**src/rtl/uart_pkg.sv**
```systemverilog
// -----------------------------------------------------------------------------
// uart_pkg
// Definitions shared by the UART transmit and receive sides.
//   - uart_state_e      : frame-sequencer state encoding
//   - DATA_BITS         : payload bits per frame
//   - FRAME_BITS        : total line bits per frame (start + data [+ parity] + stop)
//   - uart_clks_per_bit : clock cycles per line bit for a clock/baud pair
// Optional feature macro: UART_TX_PARITY_EN (adds the even-parity bit and the
// PARITY state; without it neither exists).
// -----------------------------------------------------------------------------
package uart_pkg;

   localparam int DATA_BITS = 8;

`ifdef UART_TX_PARITY_EN
   localparam int FRAME_BITS = 11;

   typedef enum logic [2:0] {
      ST_IDLE   = 3'd0,
      ST_START  = 3'd1,
      ST_DATA   = 3'd2,
      ST_PARITY = 3'd3,
      ST_STOP   = 3'd4,
      ST_DONE   = 3'd5
   } uart_state_e;
`else
   localparam int FRAME_BITS = 10;

   typedef enum logic [2:0] {
      ST_IDLE   = 3'd0,
      ST_START  = 3'd1,
      ST_DATA   = 3'd2,
      ST_STOP   = 3'd4,
      ST_DONE   = 3'd5
   } uart_state_e;
`endif

   // Integer division: any fractional remainder is dropped.
   function automatic int uart_clks_per_bit(input int clk_freq, input int baud);
      return clk_freq / baud;
   endfunction

endpackage

```
**src/rtl/uart_baud_counter.sv**
```systemverilog
// -----------------------------------------------------------------------------
// uart_baud_counter
// Free-running bit-period counter. It counts 0 .. CLKS_PER_BIT-1 and wraps,
// raising tick_o during the last cycle of every bit period.
// Ports:
//   clk_i    : clock
//   rst_ni   : asynchronous active-low reset
//   clear_i  : hold the count at zero (asserted while no frame is running, so
//              the first bit of a new frame starts at count 0)
//   tick_o   : one-cycle bit-end tick
// -----------------------------------------------------------------------------
module uart_baud_counter #(
   parameter int CLKS_PER_BIT = 434
) (
   input  logic clk_i,
   input  logic rst_ni,
   input  logic clear_i,
   output logic tick_o
);

   localparam int CW = $clog2(CLKS_PER_BIT);
   localparam logic [CW-1:0] LAST = CW'(CLKS_PER_BIT - 1);

   logic [CW-1:0] cnt_q;
   logic [CW-1:0] cnt_d;

   assign tick_o = (cnt_q == LAST);

   always_comb begin
      cnt_d = cnt_q;
      if (clear_i || tick_o) begin
         cnt_d = '0;
      end else begin
         cnt_d = cnt_q + CW'(1);
      end
   end

   always_ff @(posedge clk_i or negedge rst_ni) begin
      if (!rst_ni) begin
         cnt_q <= '0;
      end else begin
         cnt_q <= cnt_d;
      end
   end

endmodule

```
**src/rtl/uart_transmitter.sv**
```systemverilog
// -----------------------------------------------------------------------------
// uart_transmitter
// 8N1 UART transmitter (8E1 when UART_TX_PARITY_EN is defined).
// Ports:
//   clkIN    : clock, all state updates on its rising edge
//   nResetIN : asynchronous active-low reset
//   dataIN   : byte to send, captured only when a frame is accepted
//   sendIN   : level send request
//   txOUT    : serial line, idle high (registered)
//   busyOUT  : high from acceptance through the end of the stop bit
//   doneOUT  : completion acknowledge, held until sendIN is seen low
// Valid/ready: a frame is accepted on the rising edge where the block is in
// IDLE and sendIN is high; busyOUT acts as the inverse of ready. After the
// stop bit the block waits in DONE until sendIN is low, so a held request
// never launches a second frame.
// Optional feature macro: UART_TX_PARITY_EN (even-parity bit before stop).
// -----------------------------------------------------------------------------
module uart_transmitter
   import uart_pkg::*;
#(
   parameter int CLK_FREQ = 50000000,
   parameter int BAUD     = 115200
) (
   input  logic       clkIN,
   input  logic       nResetIN,
   input  logic [7:0] dataIN,
   input  logic       sendIN,
   output logic       txOUT,
   output logic       busyOUT,
   output logic       doneOUT
);

   localparam int CLKS_PER_BIT = uart_clks_per_bit(CLK_FREQ, BAUD);
   localparam logic [2:0] LAST_BIT = 3'(DATA_BITS - 1);

   if (CLKS_PER_BIT < 2) begin : g_bad_baud
      $error("uart_transmitter: CLK_FREQ/BAUD must be at least 2");
   end

   uart_state_e state_q, state_d;
   logic [7:0]  shift_q, shift_d;
   logic [2:0]  bit_idx_q, bit_idx_d;
   logic        tx_q, tx_d;
   logic        busy_q, busy_d;
   logic        done_q, done_d;
   logic        bit_tick;
   logic        baud_clear;
`ifdef UART_TX_PARITY_EN
   logic        parity_q, parity_d;
`endif

   // Counter is parked at zero whenever no frame is on the line.
   assign baud_clear = (state_q == ST_IDLE) || (state_q == ST_DONE);

   uart_baud_counter #(
      .CLKS_PER_BIT(CLKS_PER_BIT)
   ) u_baud (
      .clk_i  (clkIN),
      .rst_ni (nResetIN),
      .clear_i(baud_clear),
      .tick_o (bit_tick)
   );

   // tx_d is the value the line takes after the edge, so every transition
   // loads the first bit of the state being entered.
   always_comb begin
      state_d   = state_q;
      shift_d   = shift_q;
      bit_idx_d = bit_idx_q;
      tx_d      = tx_q;
      busy_d    = busy_q;
      done_d    = done_q;
`ifdef UART_TX_PARITY_EN
      parity_d  = parity_q;
`endif
      case (state_q)
         ST_IDLE: begin
            tx_d   = 1'b1;
            busy_d = 1'b0;
            done_d = 1'b0;
            if (sendIN) begin
               state_d   = ST_START;
               shift_d   = dataIN;
               bit_idx_d = '0;
               tx_d      = 1'b0;
               busy_d    = 1'b1;
`ifdef UART_TX_PARITY_EN
               parity_d  = ^dataIN;
`endif
            end
         end
         ST_START: begin
            if (bit_tick) begin
               state_d = ST_DATA;
               tx_d    = shift_q[0];
            end
         end
         ST_DATA: begin
            if (bit_tick) begin
               if (bit_idx_q == LAST_BIT) begin
`ifdef UART_TX_PARITY_EN
                  state_d = ST_PARITY;
                  tx_d    = parity_q;
`else
                  state_d = ST_STOP;
                  tx_d    = 1'b1;
`endif
               end else begin
                  shift_d   = shift_q >> 1;
                  tx_d      = shift_q[1];
                  bit_idx_d = bit_idx_q + 3'd1;
               end
            end
         end
`ifdef UART_TX_PARITY_EN
         ST_PARITY: begin
            if (bit_tick) begin
               state_d = ST_STOP;
               tx_d    = 1'b1;
            end
         end
`endif
         ST_STOP: begin
            if (bit_tick) begin
               state_d = ST_DONE;
               tx_d    = 1'b1;
               busy_d  = 1'b0;
               done_d  = 1'b1;
            end
         end
         ST_DONE: begin
            tx_d   = 1'b1;
            busy_d = 1'b0;
            done_d = 1'b1;
            if (!sendIN) begin
               state_d = ST_IDLE;
               done_d  = 1'b0;
            end
         end
         default: begin
            state_d = ST_IDLE;
            tx_d    = 1'b1;
            busy_d  = 1'b0;
            done_d  = 1'b0;
         end
      endcase
   end

   always_ff @(posedge clkIN or negedge nResetIN) begin
      if (!nResetIN) begin
         state_q   <= ST_IDLE;
         shift_q   <= '0;
         bit_idx_q <= '0;
         tx_q      <= 1'b1;
         busy_q    <= 1'b0;
         done_q    <= 1'b0;
      end else begin
         state_q   <= state_d;
         shift_q   <= shift_d;
         bit_idx_q <= bit_idx_d;
         tx_q      <= tx_d;
         busy_q    <= busy_d;
         done_q    <= done_d;
      end
   end

`ifdef UART_TX_PARITY_EN
   always_ff @(posedge clkIN or negedge nResetIN) begin
      if (!nResetIN) begin
         parity_q <= 1'b0;
      end else begin
         parity_q <= parity_d;
      end
   end
`endif

   assign txOUT   = tx_q;
   assign busyOUT = busy_q;
   assign doneOUT = done_q;

endmodule

```
**config.mk**
```make
export PLATFORM = sky130hd
export DESIGN_NAME = uart_transmitter
export DESIGN_NICKNAME = d
export VERILOG_FILES = /design/src/rtl/uart_pkg.sv /design/src/rtl/uart_baud_counter.sv /design/src/rtl/uart_transmitter.sv
export SDC_FILE = /design/constraint.sdc
export NUM_CORES = 1
export LEC_CHECK = 0
export BUFFER_PORTS_ARGS = -buffer_cell sky130_fd_sc_hd__buf_2
export CAP_MARGIN = 0
export CORE_MARGIN = 2
export CORE_UTILIZATION = 61
export CTS_CLUSTER_DIAMETER = 100
export DETAILED_ROUTE_END_ITERATION = 7
export PLACE_DENSITY = 0.86
export RECOVER_POWER = 25
export SETUP_SLACK_MARGIN = 0.3
export SLEW_MARGIN = 20
export SYNTH_ARGS = -nofsm -noshare
export SYNTH_HDL_FRONTEND = slang
export SYNTH_SLANG_ARGS = --single-unit
```
**constraint.sdc**
```tcl
create_clock -name clkIN -period 6.63 [get_ports clkIN]
set_input_delay 0.3315 -clock clkIN [delete_from_list [all_inputs] [get_ports clkIN]]
set_output_delay 0.3315 -clock clkIN [all_outputs]
set_load 0.01 [all_outputs]
```
==> flow_summary.ini, run 1 <==
[grt]
grt_pass1_vias = 908
gr-usage-all-layers_pct = 20.29
grt_max_degree = 27
antenna_found_initial = 0
grt_remaining_overflow = 0
grt_pass1_wl_um = 3933

[logic_synthesis]
yosys_warnings = 0
synth_edf_count = 0
ys_seq_area_share_pct = 47.11
ys_async_sr_fraction_pct = 100.0
synth.most_common_cell = dfrtp_1
ys_seq_elements = 26
synthTopCellsByArea = dfrtp_1, mux2_1, mux2_2, ha_1, nand2_1
synth_common_cells = dfrtp_1, nand2_1, nor2_1
post-synth-top-area-fraction_pct = 45.21
synthDistinctLibCells = 35
ys.flop_type = dfrtp_1
syn_nets = 144
avgSynthCellArea_sq_um = 10.73
yosys.area.top_type = dfrtp_1
netlist_instances = 129
syn-cell-area_sq_um = 1384

[floorplanning]
fp-row-count = 17
boundaryPins = 14
core_sq_um = 2170
start_util_pct = 63.78
die_h_um = 51.63
die_w_um = 51.63
die_area_sq_um = 2666

[critical_path]
worst-path-buf-inv = 0
crit_chain = ha_1, ha_1, or4b_4, nor4_4, nor2_4, mux2_1
cp_data_arrival_time_ns = 2.48
crit_required_ns = 6.83
criticalPathCategory = flop to flop
cp-start-kind = flop
max_stage_delay_ns = 0.51
cp_max_fo = 8
cp_common_cell = ha_1
cp-end-kind = flop
r2r_cells = 6
r2r_start = bit_idx_q[0]$_DFFE_PN0P_
timing.rr.end = shift_q[5]$_DFFE_PN0P_
path_delay_family = simple AND/OR/NAND/NOR gates
crit_slowest_cell = or4b_4
r2r_slack_ns = 4.35

[clock_tree]
clk_pin_slew_ns = 0.12
htreeDepth = 1
cts_tree = built
numClockSinks = 26
clock_path_buffers = 2
clk_latency_ns = 0.32
numCtsBuffers = 3
clock_tree.root_cell = clkbuf_4
cts_setup_buffers = 0

[sta]
fin_crit_sh_pct = 34.36
worst_clock_skew_ns = 0.01146
setup-tns-final_ns = 0
max_slew_margin_pct = 10.10
fmax_mhz = 439.0
tightest_slew_ns = 1.349
hold_slack_ns = 0.2400
fin_ws_ns = 4.352
setup_viol = 0
drv_slew = 0
rsz0062_at_grt = false
fin_crit_ns = 2.278
hold_viol_final = 0

[routing]
drc_errors = 0
ant_nets = 0
first_pass_iters = 4
wirelength_um = 2397
met2_length_um = 1240
m1WireLength_um = 1041
top_layer = met4
wl_met3_um = 84
vias = 980
viasPerCell = 5.731
drtIter0Drc = 16
wire_per_inst_um = 14.02

[power]
irDropWorstVdd_v = 0.0001769
leakage_nw = 0.6696
p_per_area_nw_per_um2 = 311.7

[hold_path]
worstHoldStart = dataIN[7]
hold_class = input port to flop
min_to = shift_q[7]$_DFFE_PN0P_
whs_path_depth = 3

[finish]
syn_to_final_growth_pct = 7.956
diodes = 0
drive_above_1_share_pct = 21.68
nets = 159

[placement]
dp_slack_ns = 4.365
numPortBuffers = 13
gpl.final_weighted_congestion = 0.8234
dp_hpwl_um = 1778

[run]
max_cap_viol_count = 0

[outcome]
status = completed
-- state kept, by name, summed over array words and instances, names as in the netlist --
signal / flops
u_baud.cnt_q: 9
shift_q: 8
bit_idx_q: 3
state_q: 3
busyOUT: 1
doneOUT: 1
txOUT: 1
-- layer usage --
layer,track usage (%),vias up
li1,-,482
met1,25.48,479
met2,34.19,15
met3,3.736,4
met4,8.772,0
met5,0,-
-- cells by family after synthesis --
logic type	Yosys count	synth area share, %
simple gates	43	18.26
flops	26	47.11
compound gates	23	10.22
mux	16	12.93
buf+inv	10	3.435
xor+xnor	7	4.430
fa+ha+maj	4	3.617
-- what timing repair did --
item / 4_1_cts / 5_1_grt
hold buffers: 1 / 0
gates resized for setup: 0 / 0
endpoints found under the hold margin: 13 / 0
endpoints found under the setup margin: 0 / 0
-- through the flow --
step	instances	instance area, sq um	util [%]	total power, mW
global route	171	1494	68.86	0.5014
global placement	166	1459	67.24	0.3894
floorplan	129	1384	-	0.3617
finish	171	1494	68.86	0.4657
CTS	171	1495	68.92	0.4716
detailed placement	166	1459	67.24	0.4025
-- layout by cell type, fill, tap and decap left out, types with 2 or more instances in the layout --
master | netlist | layout
dfrtp_1 | 25 | 25
xor2_1 | 4 | 4
buf_2 | 2 | 12
xnor2_1 | 3 | 3
mux2_1 | 8 | 8
nor2_1 | 9 | 9
clkbuf_1 | 1 | 2
clkbuf_4 | 0 | 3
nand3_1 | 4 | 4
o21ai_0 | 7 | 7
nand2b_1 | 6 | 6
a21oi_1 | 7 | 7
nand2_1 | 10 | 10
mux2_2 | 7 | 7
a211oi_1 | 2 | 2
ha_1 | 4 | 4
nor3_2 | 3 | 3
inv_1 | 6 | 6
or3_1 | 2 | 2
nor3_1 | 3 | 3
-- cell type report --
cell class / instances / area (sq um)
clock buffers: 4 / 26.28
fillers: 174 / 675.6
inverters: 6 / 22.52
multi-input cells: 93 / 684.4
flip-flops and latches: 26 / 651.9
well taps: 28 / 35.03
repair buffers: 14 / 73.82
-- worst max-delay path by stage --
stage	slack, ns	depth (start not counted)	end	startpoint
final	4.35	6	shift_q[5]$_DFFE_PN0P_	bit_idx_q[0]$_DFFE_PN0P_
after floorplan	4.55	6	shift_q[0]$_DFFE_PN0P_	bit_idx_q[0]$_DFFE_PN0P_
after global routing	4.28	6	shift_q[0]$_DFFE_PN0P_	bit_idx_q[0]$_DFFE_PN0P_
after detailed placement	4.36	6	shift_q[5]$_DFFE_PN0P_	bit_idx_q[0]$_DFFE_PN0P_
after CTS	4.33	6	shift_q[5]$_DFFE_PN0P_	bit_idx_q[0]$_DFFE_PN0P_
after global placement	4.47	6	shift_q[0]$_DFFE_PN0P_	bit_idx_q[0]$_DFFE_PN0P_
-- where the power goes --
part           switching, mW  internal, mW
registers             0.0435         0.212
clock network         0.0446        0.0235
logic                 0.0721        0.0697
total                  0.160         0.305
-- worst reg2reg max path: cells and delay by family (launching register included) --
kind                       cells  cell delay [ns]
adders and majority gates      2             0.44
muxes                          1             0.35
DFF                            1             0.42
and+or+nand+nor                3             0.96
(Power assumes the default switching activity.)
==> run 2: changes to the inputs <==
ABC_AREA = 1   (was unset)
CORE_UTILIZATION = 58   (was 61)
PLACE_DENSITY = 0.82   (was 0.86)
clock period = 2.2 ns   (was 6.63 ns; I/O delays follow)
==> run 2 against run 1 <==
Against the previous run: die area grew 18%; highest routed layer unchanged; non-clock buffer count is the same; critical path type unchanged; critical path depth grew 2; clock skew shrank 0.0053 ns; final cell count grew 40%; maximum frequency grew 36%; worst hold slack lost 0.17 ns.
==> flow_summary.ini, run 2 <==
[critical_path]
timing.rr.end = bit_idx_q[1]$_DFFE_PN0P_
cp_data_arrival_time_ns = 1.89
crit_required_ns = 2.42
criticalPathCategory = flop to flop
worst-path-buf-inv = 1
cp-end-kind = flop
crit_chain = ha_1, ha_1, inv_1, nand3_1, nand2_2, nand2_4, nand2_1, nand2_1
r2r_slack_ns = 0.53
r2r_start = bit_idx_q[0]$_DFFE_PN0P_
cp-start-kind = flop
crit_cells = 8
r2r_cells = 8
cp_max_fo = 11
max_stage_delay_ns = 0.43
crit_slowest_cell = dfrtp_1
path_delay_family = simple AND/OR/NAND/NOR gates

[finish]
n_fill_cell = 220
reg.largest.list = u_baud.cnt_q x9, shift_q x8
final_common_cell = nand2_1
drive_above_1_share_pct = 25.71
largest_register = u_baud.cnt_q
diodes = 0
final_cell_mix = nand2_1, dfrtp_1, nand2_2
largest_reg_flops = 9
nets = 226
syn_to_final_growth_pct = 5.631

[clock_tree]
clock_tree.root_cell = clkbuf_4
clk_latency_ns = 0.31
htreeDepth = 1
numClockSinks = 26
clock_path_buffers = 2
cts_tree = built
clk_pin_slew_ns = 0.13
numCtsBuffers = 3
cts_setup_buffers = 0

[routing]
drc_errors = 0
ant_nets = 0
vias = 1242
viasPerCell = 5.175
wirelength_um = 2818
drtIter0Drc = 38
wire_per_inst_um = 11.74
first_pass_iters = 4

[floorplanning]
fp-row-count = 18
boundaryPins = 14
start_util_pct = 62.55
die_area_sq_um = 3153
core_sq_um = 2522
die_h_um = 56.16
die_w_um = 56.16

[logic_synthesis]
avgSynthCellArea_sq_um = 7.969
yosys_warnings = 0
syn_nets = 213
synthDistinctLibCells = 23
ys_seq_area_share_pct = 41.32
synth_edf_count = 0
yosys.area.top_type = dfrtp_1
synth_common_cells = nand2_1, dfrtp_1, nand2_2
ys_async_sr_fraction_pct = 100.0
synthTopCellsByArea = dfrtp_1, nand2_1, nand2_2, nand3_1, inv_1
ys_seq_elements = 26
synth.most_common_cell = nand2_1
ys.flop_type = dfrtp_1
syn-cell-area_sq_um = 1578
post-synth-top-area-fraction_pct = 39.65
netlist_instances = 198

[sta]
drv_slew = 0
rsz0062_at_grt = false
fin_crit_sh_pct = 76.06
setup_viol = 0
fmax_mhz = 597.6
tightest_slew_ns = 1.391
hold_viol_final = 0
hold_slack_ns = 0.06508
worst_clock_skew_ns = 0.006194
max_slew_margin_pct = 7.280
fin_crit_ns = 1.673
setup-tns-final_ns = 0

[placement]
dp_hpwl_um = 2158
gpl.final_weighted_congestion = 0.8159
numPortBuffers = 13

[power]
irDropWorstVdd_v = 0.0003402
p_per_area_nw_per_um2 = 441.3
leakage_nw = 0.8943

[hold_path]
min_to = shift_q[7]$_DFFE_PN0P_
hold_class = input port to flop
worstHoldStart = dataIN[7]
whs_path_depth = 3

[grt]
grt_max_degree = 27
antenna_found_initial = 0
gr-usage-all-layers_pct = 20.33
grt_pass1_wl_um = 5244
grt_remaining_overflow = 0
grt_pass1_vias = 1243

[outcome]
status = completed

[run]
max_cap_viol_count = 0
[run 2: tightest hold or removal path: cells and delay by family]
| kind | cells | cell delay, ns |
|---|---|---|
| simple gates | 2 | 0.15 |
| buf+inv | 1 | 0.09 |
[run 2: cell families (layout without fill, tap and decap cells)]
group           count (synthesis)  count (layout)  synth area share (%)
simple gates                  137             137                 44.57
buf+inv                        26              38                 9.119
xor+xnor                        1               1                0.5552
flops                          26              26                 41.32
fa+ha+maj                       4               4                 3.172
compound gates                  4               4                 1.269
[run 2: per-stage QoR]
step           setup slack (ns)  power [mW]  util [%]  cell area [sq um]  instances
5_1_grt                  0.4004      0.7692     66.07               1667        240
4_1_cts                  0.4375      0.7483     65.92               1663        240
3_3_place_gp             0.5448      0.5056     64.09               1617        235
2_1_floorplan            0.7713      0.4874         -               1578        198
6_report                 0.5266      0.7355     66.07               1667        240
3_5_place_dp             0.4468      0.5063     64.09               1617        235
[run 2: cell type report]
type	count	area (sq um)	area share (%)
Tap cell	30	37.54	2.252
Clock buffer	4	36.28	2.177
Multi-Input combinational cell	146	787.0	47.22
Inverter	20	80.08	4.805
Sequential cell	26	651.9	39.11
Timing Repair Buffer	14	73.82	4.429
[run 2: power breakdown]
part	total, mW	internal (mW)	switching [mW]
registers	0.478	0.478	0
logic	0.0194	0.00728	0.0122
clock network	0.238	0.101	0.137
[run 2: what timing repair did]
item,4_1_cts,5_1_grt
hold buffers,1,0
gates resized for setup,0,1
setup endpoints to repair,0,2
endpoints found under the hold margin,25,0
[run 2: routing by layer]
layer / global-route usage (%) / vias up / share of wire [%]
met1: 27.51 / 577 / 48
met2: 33.28 / 15 / 49
met5: 0 / - / 0
met3: 2.558 / 2 / 2.9
li1: - / 648 / -
met4: 7.483 / 0 / 0.53
[run 2: worst max path at each step]
stage | startpoint | endpoint | slack (ns)
2_1_floorplan | bit_idx_q[0]$_DFFE_PN0P_ | shift_q[7]$_DFFE_PN0P_ | 0.77
4_1_cts | bit_idx_q[0]$_DFFE_PN0P_ | bit_idx_q[1]$_DFFE_PN0P_ | 0.44
3_3_place_gp | bit_idx_q[0]$_DFFE_PN0P_ | bit_idx_q[1]$_DFFE_PN0P_ | 0.54
6_report | bit_idx_q[0]$_DFFE_PN0P_ | bit_idx_q[1]$_DFFE_PN0P_ | 0.53
3_5_place_dp | bit_idx_q[0]$_DFFE_PN0P_ | bit_idx_q[1]$_DFFE_PN0P_ | 0.45
5_1_grt | bit_idx_q[0]$_DFFE_PN0P_ | bit_idx_q[1]$_DFFE_PN0P_ | 0.40
==> run 3: changes to the inputs <==
ABC_AREA = 0   (was 1)
CORE_UTILIZATION = 52   (was 58)
PLACE_DENSITY = 0.78   (was 0.82)
clock period = 1.4 ns   (was 2.2 ns; I/O delays follow)
==> run 3 against run 2 <==
Against the previous run: the run now ends with setup timing left; sequential share of layout area is 6.4 points lower; die area is 2.0% lower; design area is 20% higher; core utilization is 14 points higher; wire length is 26% higher; setup slack worse by 1.2 ns; maximum frequency is 19% lower; final cell count is 13% lower; critical path type unchanged; highest routed layer unchanged.
==> flow_summary.ini, run 3 (synthesized netlist as in run 1, its figures left out) <==
[outcome]
status = finished, violations left
violations = setup timing

[critical_path]
crit_chain = ha_2, ha_4, or4b_4, nor4_4, nor2_4, mux2_1
worst-path-buf-inv = 0
cp-start-kind = flop
cp-end-kind = flop
max_stage_delay_ns = 0.49
cp_data_arrival_time_ns = 2.29
crit_required_ns = 1.63
crit_slowest_cell = or4b_4
path_delay_family = simple AND/OR/NAND/NOR gates
criticalPathCategory = flop to flop
r2r_slack_ns = -0.66
r2r_cells = 6
cp_max_fo = 8
crit_cells = 6

[placement]
dp_hpwl_um = 2196
numPortBuffers = 13
dp_slack_ns = -0.6430
gpl.final_weighted_congestion = 0.8439

[sta]
rsz0062_at_grt = true
drv_slew = 0
tightest_slew_ns = 0.6387
hold_viol_final = 0
max_slew_margin_pct = 57.42
setup_viol = 25
fin_ws_ns = -0.6632
fmax_mhz = 484.7
fin_crit_ns = 2.063
setup-tns-final_ns = -10.15
worst_clock_skew_ns = 0.009091
fin_crit_sh_pct = 147.4

[power]
pwr-share-comb_pct = 47.9
power_mw = 3.007
irDropWorstVdd_v = 0.001267
p_per_area_nw_per_um2 = 1509
switching_power_mw = 1.080
power_frac_clock_pct = 13.0
pwr-share-seq_pct = 39.1
p_int_mw = 1.927
p_sw_share_pct = 35.92
leakage_nw = 0.9063

[grt]
grt_remaining_overflow = 0
antenna_found_initial = 0
grt_max_degree = 27
grt_pass1_vias = 1233
gr-usage-all-layers_pct = 22.46
grt_pass1_wl_um = 5540

[finish]
drive_above_1_share_pct = 55.00
syn_to_final_growth_pct = 44.03
diodes = 0
largest_register = u_baud.cnt_q
largest_reg_flops = 9
final_cell_mix = buf_4, dfrtp_1, buf_2
multiInputGateArea_sq_um = 849.6
final_common_cell = buf_4
reg.largest.list = u_baud.cnt_q x9, shift_q x8
regArea_sq_um = 651.9
nets = 196
n_fill_cell = 146

[floorplanning]
die_w_um = 55.59
start_util_pct = 55.36
fp-row-count = 18
die_h_um = 55.59
boundaryPins = 14
die_area_sq_um = 3090
core_sq_um = 2500

[routing]
wire_per_inst_um = 16.91
drtIter0Drc = 73
drc_errors = 0
first_pass_iters = 4
viasPerCell = 5.771
vias = 1212
ant_nets = 0
wirelength_um = 3552

[clock_tree]
clock_tree.root_cell = clkbuf_4
numCtsBuffers = 3
clk_latency_ns = 0.33
htreeDepth = 1
clk_pin_slew_ns = 0.15
cts_tree = built
clock_path_buffers = 2
numClockSinks = 26

[hold_path]
hold_class = input port to flop
whs_path_depth = 3

[run]
max_cap_viol_count = 0
==> run 3: path summary, 6_finish.rpt <==
kind | to | from
max in group asynchronous | u_baud.cnt_q[1]$_DFF_PN0_ | nResetIN
min in group asynchronous | bit_idx_q[2]$_DFFE_PN0P_ | nResetIN
min | shift_q[5]$_DFFE_PN0P_ | dataIN[5]
max | shift_q[2]$_DFFE_PN0P_ | bit_idx_q[0]$_DFFE_PN0P_
min reg2reg | shift_q[5]$_DFFE_PN0P_ | shift_q[5]$_DFFE_PN0P_
max reg2reg | shift_q[2]$_DFFE_PN0P_ | bit_idx_q[0]$_DFFE_PN0P_
==> run 3: power by group through the flow <==
stage	combinational, mW	sequential (mW)	clock [mW]
global placement	0.921	1.14	0
finish	1.44	1.18	0.390
detailed placement	0.990	1.18	0
floorplan	0.593	1.18	0
CTS	1.10	1.17	0.395
global route	1.54	1.20	0.421
==> run 3: stage by stage <==
step | utilization [%] | instances | cell area (sq um) | hold WS (ns)
final | 79.73 | 210 | 1993 | 0.07027
after floorplan | - | 129 | 1423 | -0.2256
after global routing | 79.73 | 210 | 1993 | 0.08212
after global placement | 67.47 | 193 | 1687 | 0.09351
after detailed placement | 67.47 | 193 | 1687 | 0.1044
after CTS | 73.22 | 203 | 1831 | 0.07089
==> run 3: area by class of cell <==
class | instances | area share (%)
Multi-Input combinational cell | 93 | 42.62
Clock buffer | 4 | 1.820
Sequential cell | 26 | 32.71
Tap cell | 30 | 1.883
Timing Repair Buffer | 51 | 19.84
Inverter | 6 | 1.130
==> run 3: layer usage <==
metal	track usage [%]	up-vias	part of all wire, %
met5	0	-	0
met4	8.711	0	2.6
met3	3.488	11	2.7
met2	40.31	30	53
met1	26.83	612	41
li1	-	559	-
==> run 3: worst min-delay path: stages <==
cell,delay (ns)
buf_2,0.07
mux2_2,0.13
mux2_1,0.11
==> run 3: what timing repair did <==
| item | in CTS | in global routing |
|---|---|---|
| buffers inserted | 4 | 7 |
| pin swaps | 10 | 7 |
| gates resized for setup | 14 | 28 |
| endpoints found under the setup margin | 26 | 27 |
| endpoints found under the hold margin | 26 | 0 |
| hold buffers | 2 | 0 |
